## config.mk

```make
export PLATFORM = sky130hd
export DESIGN_NAME = io_bus_hub
export DESIGN_NICKNAME = d
export VERILOG_FILES = /design/src/rtl/io_bus_pkg.sv /design/src/rtl/io_in_channel.sv /design/src/rtl/io_bus_hub.sv
export SDC_FILE = /design/constraint.sdc
export NUM_CORES = 1
export LEC_CHECK = 0
export ABC_AREA = 1
export BUFFER_PORTS_ARGS = -buffer_cell sky130_fd_sc_hd__buf_4
export CAP_MARGIN = 20
export CORE_MARGIN = 5
export CORE_UTILIZATION = 30
export DETAILED_ROUTE_END_ITERATION = 10
export PLACE_DENSITY = 0.55
export RECOVER_POWER = 50
export SYNTH_ARGS = -nofsm -noshare
export SYNTH_HDL_FRONTEND = slang
export SYNTH_HIERARCHICAL = 1
export SYNTH_SLANG_ARGS = --single-unit
```

## constraint.sdc

```tcl
create_clock -name clk -period 2.1 [get_ports clk]
set_input_delay 0.21 -clock clk [delete_from_list [all_inputs] [get_ports clk]]
set_output_delay 0.21 -clock clk [all_outputs]
set_load 0.01 [all_outputs]
```

## src/rtl/io_bus_pkg.sv

```systemverilog
// Shared defaults for the CPU I/O bus hub: bus width, device-code map and a window-overlap helper.
package io_bus_pkg;

  localparam int unsigned BUS_DATA_W = 16;

  localparam logic [15:0] DEF_OUT_BASE  = 16'h0020;
  localparam logic [15:0] DEF_IN_BASE   = 16'h0050;
  localparam logic [15:0] DEF_MASK_ADDR = 16'h00F0;
  localparam logic [15:0] DEF_IDLE_CODE = 16'h0000;

  // True when the half-open code windows [a, a+na) and [b, b+nb) intersect.
  function automatic bit ranges_overlap(input int unsigned a, input int unsigned na,
                                        input int unsigned b, input int unsigned nb);
    return (a < b + nb) && (b < a + na);
  endfunction

endpackage

```

## src/rtl/io_in_channel.sv

```systemverilog
// One peripheral input channel: holding register, pending flag and sticky overrun.
module io_in_channel #(
  parameter int unsigned DATA_W = 16
) (
  input  logic              clk,
  input  logic              rst,
  input  logic              capture,
  input  logic [DATA_W-1:0] cap_data,
  input  logic              read,
  input  logic              ovr_clr,
  output logic [DATA_W-1:0] hold,
  output logic              pending,
  output logic              overrun
);

  always_ff @(posedge clk) begin
    if (rst) begin
      hold    <= '0;
      pending <= 1'b0;
      overrun <= 1'b0;
    end else begin
      if (capture) begin
        hold <= cap_data;
      end

      if (capture) begin
        pending <= 1'b1;
      end else if (read) begin
        pending <= 1'b0;
      end

      // A capture racing a read consumes the old value, so it is not an overrun.
      if (capture && pending && !read) begin
        overrun <= 1'b1;
      end else if (ovr_clr) begin
        overrun <= 1'b0;
      end
    end
  end

endmodule

```

## src/rtl/io_bus_hub.sv

```systemverilog
// CPU device/data bus hub: registered decode into output registers and interrupting input channels.
// Optional status read at IN_BASE+N_IN is enabled by defining IO_BUS_STATUS_EN.
module io_bus_hub
  import io_bus_pkg::*;
#(
  parameter int unsigned       DATA_W    = BUS_DATA_W,
  parameter int unsigned       N_OUT     = 4,
  parameter int unsigned       OUT_W     = 8,
  parameter logic [DATA_W-1:0] OUT_BASE  = DATA_W'(DEF_OUT_BASE),
  parameter int unsigned       N_IN      = 4,
  parameter logic [DATA_W-1:0] IN_BASE   = DATA_W'(DEF_IN_BASE),
  parameter logic [DATA_W-1:0] MASK_ADDR = DATA_W'(DEF_MASK_ADDR),
  parameter logic [DATA_W-1:0] IDLE_CODE = DATA_W'(DEF_IDLE_CODE)
) (
  input  logic                    clk,
  input  logic                    rst,
  input  logic [DATA_W-1:0]       out_device,
  input  logic [DATA_W-1:0]       out_data,
  output logic [DATA_W-1:0]       in_data,
  output logic                    itr,
  output logic [N_OUT*OUT_W-1:0]  out_regs,
  output logic [N_OUT-1:0]        out_wstb,
  input  logic [N_IN*DATA_W-1:0]  in_chan_data,
  input  logic [N_IN-1:0]         in_chan_valid,
  output logic [N_IN-1:0]         in_chan_ack
);

`ifdef IO_BUS_STATUS_EN
  localparam int unsigned InLen = N_IN + 1;
`else
  localparam int unsigned InLen = N_IN;
`endif

  if (N_IN > 16 || N_IN == 0) begin : g_nin_err
    $error("io_bus_hub: N_IN must be in 1..16");
  end
  if (ranges_overlap(32'(OUT_BASE), N_OUT, 32'(IN_BASE), InLen) ||
      ranges_overlap(32'(OUT_BASE), N_OUT, 32'(MASK_ADDR), 1) ||
      ranges_overlap(32'(IN_BASE), InLen, 32'(MASK_ADDR), 1)) begin : g_overlap_err
    $error("io_bus_hub: device-code windows overlap");
  end

  logic [DATA_W-1:0] dev_q, data_q, dev_prev_q;
  logic [N_IN-1:0]   mask_q;
  logic              fire;

  logic [N_OUT-1:0]  out_hit;
  logic [N_IN-1:0]   in_hit;
  logic              mask_hit;
  logic              status_hit;
  logic [DATA_W-1:0] in_sel;

  logic [DATA_W-1:0] hold [N_IN];
  logic [N_IN-1:0]   pending;
  logic [N_IN-1:0]   overrun;

  logic unused_data;
  assign unused_data = ^data_q;

  // Commands execute on the cycle the registered device code changes.
  assign fire = (dev_q != dev_prev_q);

  always_comb begin
    logic [N_OUT-1:0] out_match;
    logic [N_IN-1:0]  in_match;
    out_match  = '0;
    in_match   = '0;
    out_hit    = '0;
    in_hit     = '0;
    mask_hit   = 1'b0;
    status_hit = 1'b0;
    in_sel     = in_data;

    for (int i = 0; i < N_OUT; i++) begin
      out_match[i] = (dev_q == OUT_BASE + DATA_W'(i));
    end
    for (int j = 0; j < N_IN; j++) begin
      in_match[j] = (dev_q == IN_BASE + DATA_W'(j));
    end

    if (fire) begin
      if (out_match != '0) begin
        out_hit = out_match;
      end else if (in_match != '0) begin
        in_hit = in_match;
      end else if (dev_q == MASK_ADDR) begin
        mask_hit = 1'b1;
`ifdef IO_BUS_STATUS_EN
      end else if (dev_q == IN_BASE + DATA_W'(N_IN)) begin
        status_hit = 1'b1;
`endif
      end
    end

    for (int j = 0; j < N_IN; j++) begin
      if (in_hit[j]) begin
        in_sel = hold[j];
      end
    end
    if (status_hit) begin
      in_sel = DATA_W'({overrun, pending});
    end
  end

  for (genvar j = 0; j < N_IN; j++) begin : g_chan
    io_in_channel #(
      .DATA_W (DATA_W)
    ) u_chan (
      .clk      (clk),
      .rst      (rst),
      .capture  (in_chan_valid[j]),
      .cap_data (in_chan_data[j*DATA_W +: DATA_W]),
      .read     (in_hit[j]),
      .ovr_clr  (status_hit),
      .hold     (hold[j]),
      .pending  (pending[j]),
      .overrun  (overrun[j])
    );
  end

  always_ff @(posedge clk) begin
    if (rst) begin
      dev_q       <= '0;
      data_q      <= '0;
      dev_prev_q  <= IDLE_CODE;
      mask_q      <= '0;
      out_regs    <= '0;
      out_wstb    <= '0;
      in_data     <= '0;
      in_chan_ack <= '0;
      itr         <= 1'b0;
    end else begin
      dev_q       <= out_device;
      data_q      <= out_data;
      dev_prev_q  <= dev_q;
      out_wstb    <= out_hit;
      in_chan_ack <= in_hit;
      in_data     <= in_sel;
      itr         <= |(pending & mask_q);
      if (mask_hit) begin
        mask_q <= data_q[N_IN-1:0];
      end
      for (int i = 0; i < N_OUT; i++) begin
        if (out_hit[i]) begin
          out_regs[i*OUT_W +: OUT_W] <= data_q[OUT_W-1:0];
        end
      end
    end
  end

endmodule

```

# Yosys cells after proc, flatten, opt, wreduce, memory -nomap -nowiden
# Index checks and enable logic that the tools add are counted.
[word_totals]
register_bits = 169
output_inout_bits = 57
inputBits = 102
elab_cells = 60
[op_classes]
n_mux = 21
bitwise_logic = 1
n_reduce_logical = 8
eq_ne = 10
[op_table]
columns = ["op", "count"]
rows = [
  ["$eq 16x6->1 const B", 4],
  ["$eq 16x7->1 const B", 4],
  ["$mux 16", 4],
  ["$mux 4", 5],
  ["$eq 16x8->1 const B", 1],
  ["$ne 16x16->1", 1],
  ["$mux 1", 12],
  ["$reduce_bool 4->1", 3],
  ["$reduce_bool 2->1", 4],
  ["$and 4x4->4", 1],
  ["$reduce_or 4->1", 1],
]

# Longest topological paths before layout
# Gate-level depths: netlist (run 1).
[logic_depth]
depth_word = 9
mapped_depth = 15
ltp_nobuf = 13

# Cells and area by module
# Netlist (run 1), hierarchy kept.
[by_module_without_submodules]
columns = ["module", "instances", "cells_per_inst", "seq_area_each_um2", "area_per_inst_um2"]
rows = [
  ["io_bus_hub", 1, 655, 2021.9, 4476.8],
  ["io_in_channel", 4, 79, 360.3, 720.7],
]

# Least setup slack after synthesis (run 1)
# No wires, ideal clock.
[synth_path]
path_kind = "register to register"
start = "register dev_q[0]"
end = "register in_data[15]"
n_path_buf = 2
t_arrival_ps = 1538
stages_incl_launch_ff = 16
slack_ps = 430
setup_ps = 132
path_cell_list = "dfxtp_1 -> inv_2 -> nand2_1 -> nand2_1 -> nor2_1 -> nand2_1 -> nor2_2 -> nand2_2 -> buf_6 -> nand2_4 -> inv_2 -> nand2_1 -> buf_4 -> nand3_1 -> nand2_1 -> a21oi_1"
[synth_between]
elab_chain_cells = 8
[synth_rtl]
columns = ["element", "line", "rtl"]
rows = [
  ["start: declaration", "io_bus_hub.sv:43", "logic [DATA_W-1:0] dev_q, data_q, dev_prev_q;"],
  ["start signal: assignment", "io_bus_hub.sv:133", "dev_q <= out_device;"],
  ["$eq 16x7->1", "io_bus_hub.sv:78", "in_match[j] = (dev_q == IN_BASE + DATA_W'(j));"],
  ["$reduce_bool 4->1", "io_bus_hub.sv:84", "end else if (in_match != '0) begin"],
  ["$mux 4", "io_bus_hub.sv:84", ""],
  ["$mux 4", "io_bus_hub.sv:82", "if (out_match != '0) begin"],
  ["$mux 4 *", "io_bus_hub.sv:81", "if (fire) begin"],
  ["$mux 16 (3 in series)", "io_bus_hub.sv:96", "if (in_hit[j]) begin"],
  ["end signal: assignment", "io_bus_hub.sv:138", "in_data <= in_sel;"],
  ["end: declaration", "io_bus_hub.sv:19", "output logic [DATA_W-1:0] in_data,"],
]
# Every way passes the cells marked *; elsewhere a longest branch is shown, timed or not.
# A chain may end at the register's enable or synchronous reset.

# Worst setup path after layout (run 1)
[layout_path]
start = "register dev_q[4]"
end = "register in_data[15]"
# The elaborated chain is that of the path after synthesis.

==> results.sh, run 1 <==
export IMPL_h_tree_depth=4
export IMPL_instances_no_fill=1445
export IMPL_max_freq_mhz=520
export IMPL_synthCells=950
export IMPL_clk_latency_ns=0.42
export IMPL_antenna_cells=0
export IMPL_skew_ns=0.00725
export IMPL_grt_overflow_total=0
export IMPL_tightest_slew_ns=0.970
export IMPL_yosys_warnings=6
export IMPL_critical_path_top_delay_family="simple AND/OR/NAND/NOR gates"
export IMPL_leakage_uw=0.00418
export IMPL_final_nets=1215
export IMPL_final_util_pct=39.4
export IMPL_netlist_area_um2=7210
export IMPL_stdcell_area_um2=9280
export IMPL_clk_pin_slew_ns=0.07
export IMPL_timing_final_crit_share_pct=91.5
export IMPL_rows=56
export IMPL_gp_routability_congestion=0.773
export IMPL_drc=0
export IMPL_die_h_um=165
export IMPL_ios=159
export IMPL_critPathArrivalTime_ns=2.22
export IMPL_area_delta_synth_final_pct=28.7
export IMPL_antenna_left=0
export IMPL_wire_per_inst_um=13.6
export IMPL_max_slew_margin_pct=35.4
export IMPL_path_common_cell="nand2_1"
export IMPL_synth_nets=1052
export IMPL_cts_buffer_depth=2
export IMPL_outcome="completed"
export IMPL_hpwlAfterDp_mm=14.2
export IMPL_coreArea_um2=23500
export IMPL_grt_pass1_wl_mm=30.3
export IMPL_nFillCells=2546
export IMPL_crit_fanout=22
export IMPL_worstPathRequired_ns=2.40
export IMPL_via_per_inst=4.33
export IMPL_min_period_ns=1.92
export IMPL_max_stage_delay_ns=0.35
export IMPL_crit_path_start_kind="flop"
export IMPL_clock_sinks=169
export IMPL_drive_gt1_share_pct=24.8
export IMPL_wl_mm=19.6
export IMPL_place_port_buffers=150
export IMPL_antenna_found_initial=0
export IMPL_setup_viol=0
export IMPL_first_iter_violations=337
export IMPL_dp_cells=1390
export IMPL_cts_tree="yes"
export IMPL_vdd_drop_max_mv=0.421
export IMPL_crit_buf_inv=4
export IMPL_slew_viol_final=0
export IMPL_fp_dieW_um=165
export IMPL_p_per_area_nw_per_um2=781
export IMPL_path_class="reg2reg"
export IMPL_worst_slack_ns=0.178
export IMPL_grt_pass1_vias=5954
export IMPL_min_path_type="in2reg"
export IMPL_place_area_um2=8510
export IMPL_cp_slowest_cell="dfxtp_1"
export IMPL_whs_ns=0.00972
export IMPL_path_cells="inv_1 > nand2_1 > nand2_1 > nor2_1 > nand2_1 > nor2_2 > nand2_4 > buf_4 > nand3_2 > nand2_2 > buf_12 > nand2_1 > inv_1 > nand2_1 > a21oi_1"
export IMPL_numCtsBuffers=17
export IMPL_pre_cts_slack_ns=0.0661
export IMPL_grt_max_degree=53
export IMPL_vias=6256
export IMPL_maxCapViolCount=0
export IMPL_die_area_um2=27200
export IMPL_postSynthAreaPerCell_um2=7.58
export IMPL_crit_path_end_kind="flop"
export IMPL_grtUsageTotal_pct=14.3
export IMPL_cts_root_buf="clkbuf_16"
export IMPL_start_util_pct=30.6
export IMPL_firstDrtPassIters=4
export IMPL_hold_violations=0
through the flow:
stage	power [uW]	setup TNS (ns)
2_1_floorplan	3810	0
3_3_place_gp	4020	0
3_5_place_dp	4030	0
4_1_cts	7350	0
5_1_grt	7540	-0.0259
6_report	7240	0
routing by layer:
layer  vias to the layer above  GRT usage, %  part of all wire, %
met5                         -             0                    0
met4                         0          3.40                  1.5
met3                        16          4.14                  6.4
met2                       158          24.1                   47
met1                      2797          18.0                   45
li1                       3285             -                    -
worst reg2reg max path, stage by stage, from the launching register on:
cell and delay (ns):
dfxtp_1 0.35, inv_1 0.07, nand2_1 0.06, nand2_1 0.05, nor2_1 0.11, nand2_1 0.08
nor2_2 0.17, nand2_4 0.12, buf_4 0.21, nand3_2 0.09, nand2_2 0.09, buf_12 0.17
nand2_1 0.08, inv_1 0.04, nand2_1 0.06, a21oi_1 0.05
power breakdown:
part           leakage [uW]  switching, uW  internal [uW]
Sequential          0.00139           68.1           3320
Combinational       0.00250            313            261
Clock              0.000292           1340           1950
Total               0.00418           1720           5530
layout make-up:
cell class / count / area, um2 / area share, %
repair buffers: 191 / 1490 / 16.1
clock inverters: 13 / 169 / 1.82
well taps: 319 / 399 / 4.30
clock buffers: 19 / 453 / 4.88
flip-flops and latches: 169 / 3390 / 36.5
inverters: 136 / 551 / 5.94
multi-input cells: 598 / 2830 / 30.5
repair_timing:
action / in CTS / in global routing
hold buffers: 20 / 0
setup endpoints to repair: 0 / 16
setup buffers: 0 / 3
endpoints found under the hold margin: 20 / 0
gates resized for setup: 0 / 26
state kept, by name (all words and copies together) (netlist names):
register               flops
mask_q                     4
itr                        1
in_data                   16
dev_prev_q                16
out_wstb                   4
dev_q                     16
in_chan_ack                4
out_regs                  32
data_q                     8
g_chan.u_chan/pending      4
g_chan.u_chan/hold        64
cell usage in the layout, fill, tap and decap left out, drive strengths merged, types with 11 or more instances in the layout:
master and count:
a211oi 32, a21oi 91, buf 161, clkbuf 29, dfxtp 169, dlygate4sd3 20
inv 136, nand2 274, nand3 41, nand4 11, nor2 128, o21ai 16
path summary, 6_finish.rpt:
kind,from,to,slack [ns],cells past startpoint
worst max-delay path,dev_q[4],in_data[15],0.18,15
worst min-delay path,out_device[0],dev_q[0],0.01,3
worst max register to register,dev_q[4],in_data[15],0.18,15
worst min register to register,mask_q[2],mask_q[2],0.45,2
Note: power is estimated with default switching activity, not from simulation.
==> inputs of run 2 (changes only) <==
--- a/config.mk
+++ b/config.mk
@@ -11,6 +11,7 @@
 export CORE_MARGIN = 5
 export CORE_UTILIZATION = 30
 export DETAILED_ROUTE_END_ITERATION = 10
+export HOLD_SLACK_MARGIN = 0.15
 export PLACE_DENSITY = 0.55
 export RECOVER_POWER = 50
 export SYNTH_ARGS = -nofsm -noshare
==> results.sh, run 2 (same netlist as run 1, synthesis figures left out) <==
export IMPL_setup_viol=0
export IMPL_tightest_slew_ns=0.995
export IMPL_start_util_pct=30.6
export IMPL_clock_sinks=169
export IMPL_path_common_cell="nand2_1"
export IMPL_gp_routability_congestion=0.773
export IMPL_whs_ns=0.160
export IMPL_fp_dieW_um=165
export IMPL_firstDrtPassIters=5
export IMPL_max_slew_margin_pct=33.6
export IMPL_slew_viol_final=0
export IMPL_power_total_uw=7370
export IMPL_antenna_cells=0
export IMPL_final_cell_mix="nand2_1 (231), dfxtp_1 (165), inv_1 (122), nor2_1 (118)"
export IMPL_wire_per_inst_um=13.2
export IMPL_multi_input_area_um2=2870
export IMPL_antenna_left=0
export IMPL_vdd_drop_max_mv=0.419
export IMPL_ff_latch_area_um2=3390
export IMPL_timing_final_crit_share_pct=91.9
export IMPL_max_stage_delay_ns=0.35
export IMPL_final_util_pct=42.5
export IMPL_drive_gt1_share_pct=20.0
export IMPL_worst_slack_ns=0.171
export IMPL_skew_ns=0.00693
export IMPL_crit_path_end_kind="flop"
export IMPL_grtUsageTotal_pct=14.9
export IMPL_numCtsBuffers=17
export IMPL_crit_path_start_kind="flop"
export IMPL_hpwlAfterDp_mm=14.2
export IMPL_crit_buf_inv=4
export IMPL_fin_setup_tns_ns=0
export IMPL_reg_top3="g_chan.u_chan/hold (64), out_regs (32)"
export IMPL_pre_cts_slack_ns=0.0661
export IMPL_path_cells="inv_1 > nand2_1 > nand2_1 > nor2_1 > nand2_1 > nor2_2 > nand2_4 > buf_4 > nand3_2 > nand2_2 > buf_12 > nand2_1 > inv_1 > nand2_1 > a21oi_1"
export IMPL_rows=56
export IMPL_leakage_uw=0.00432
export IMPL_cts_buffer_depth=2
export IMPL_nFillCells=2505
export IMPL_clk_pin_slew_ns=0.07
export IMPL_max_freq_mhz=518
export IMPL_worstPathRequired_ns=2.40
export IMPL_place_port_buffers=150
export IMPL_crit_fanout=22
export IMPL_h_tree_depth=4
export IMPL_regMostFlops="g_chan.u_chan/hold"
export IMPL_p_per_area_nw_per_um2=736
export IMPL_critPathArrivalTime_ns=2.23
export IMPL_coreArea_um2=23500
export IMPL_critical_path_top_delay_family="simple AND/OR/NAND/NOR gates"
export IMPL_grt_pass1_vias=6370
export IMPL_largest_reg_flops=64
export IMPL_die_h_um=165
export IMPL_min_period_ns=1.93
export IMPL_min_path_type="in2reg"
export IMPL_final_nets=1302
export IMPL_grt_max_degree=53
export IMPL_clk_latency_ns=0.42
export IMPL_grt_pass1_wl_mm=31.7
export IMPL_cts_tree="yes"
export IMPL_final_common_cell="nand2_1"
export IMPL_via_per_inst=4.31
export IMPL_area_delta_synth_final_pct=38.9
export IMPL_first_iter_violations=322
export IMPL_cp_slowest_cell="dfxtp_1"
export IMPL_maxCapViolCount=0
export IMPL_grt_overflow_total=0
export IMPL_drc=0
export IMPL_hold_violations=0
export IMPL_cts_root_buf="clkbuf_16"
export IMPL_ios=159
export IMPL_wl_mm=20.2
export IMPL_antenna_found_initial=0
export IMPL_outcome="completed"
export IMPL_vias=6609
export IMPL_die_area_um2=27200
export IMPL_path_class="reg2reg"
-- run 2: cell types whose count changed in the layout (fill, tap and decap cells not counted), moves of 12 or more --
cell and delta:
dlygate4sd3_1 +87, clkbuf_1 +50, buf_4 -49, a21oi_1 -12, a21oi_2 +12
-- run 2: path summary, 6_finish.rpt --
check                         from                  endpoint  slack (ns)  cells after the start
hold / removal    in_chan_valid[2]  g_chan[2].u_chan/hold[1]        0.16                      3
hold reg to reg          mask_q[2]                 mask_q[2]        0.45                      2
setup reg to reg          dev_q[4]               in_data[15]        0.17                     15
setup / recovery          dev_q[4]               in_data[15]        0.17                     15
-- run 2: what timing repair did --
item                                    in CTS  in global routing
gates resized for setup                      0                 28
hold buffers                               107                  0
setup buffers                                0                  3
hold endpoints to repair                    98                  0
endpoints found under the setup margin       0                 16
-- run 2: worst min-delay path, cell delays in order --
cell and delay [ns]:
buf_4 0.18, nand2_1 0.08, a21oi_1 0.06
-- run 2: power breakdown --
group	total, uW	switching (uW)	internal [uW]
combinational	712	342	369
sequential	3390	68.1	3320
clock	3270	1330	1950
-- run 2: routing by layer --
layer  wire length, um  up-vias  track usage, %
met1              8860     2971            18.2
met2              9800      149            25.8
met5                 0        -               0
met3              1200       21            4.02
li1                  -     3468               -
met4               342        0            3.74
-- run 2: cell type report --
| class | instances | share of cell area [%] |
|---|---|---|
| Clock buffer | 19 | 4.52 |
| Clock inverter | 13 | 1.69 |
| Inverter | 136 | 5.50 |
| Multi-Input combinational cell | 598 | 28.7 |
| Sequential cell | 169 | 33.8 |
| Tap cell | 319 | 3.99 |
| Timing Repair Buffer | 278 | 21.8 |
-- run 2: through the flow --
step	cell area, um2	instances
6_report	10000	1532
4_1_cts	10200	1529
2_1_floorplan	7210	950
5_1_grt	10000	1532
3_5_place_dp	8510	1390
3_3_place_gp	8510	1390
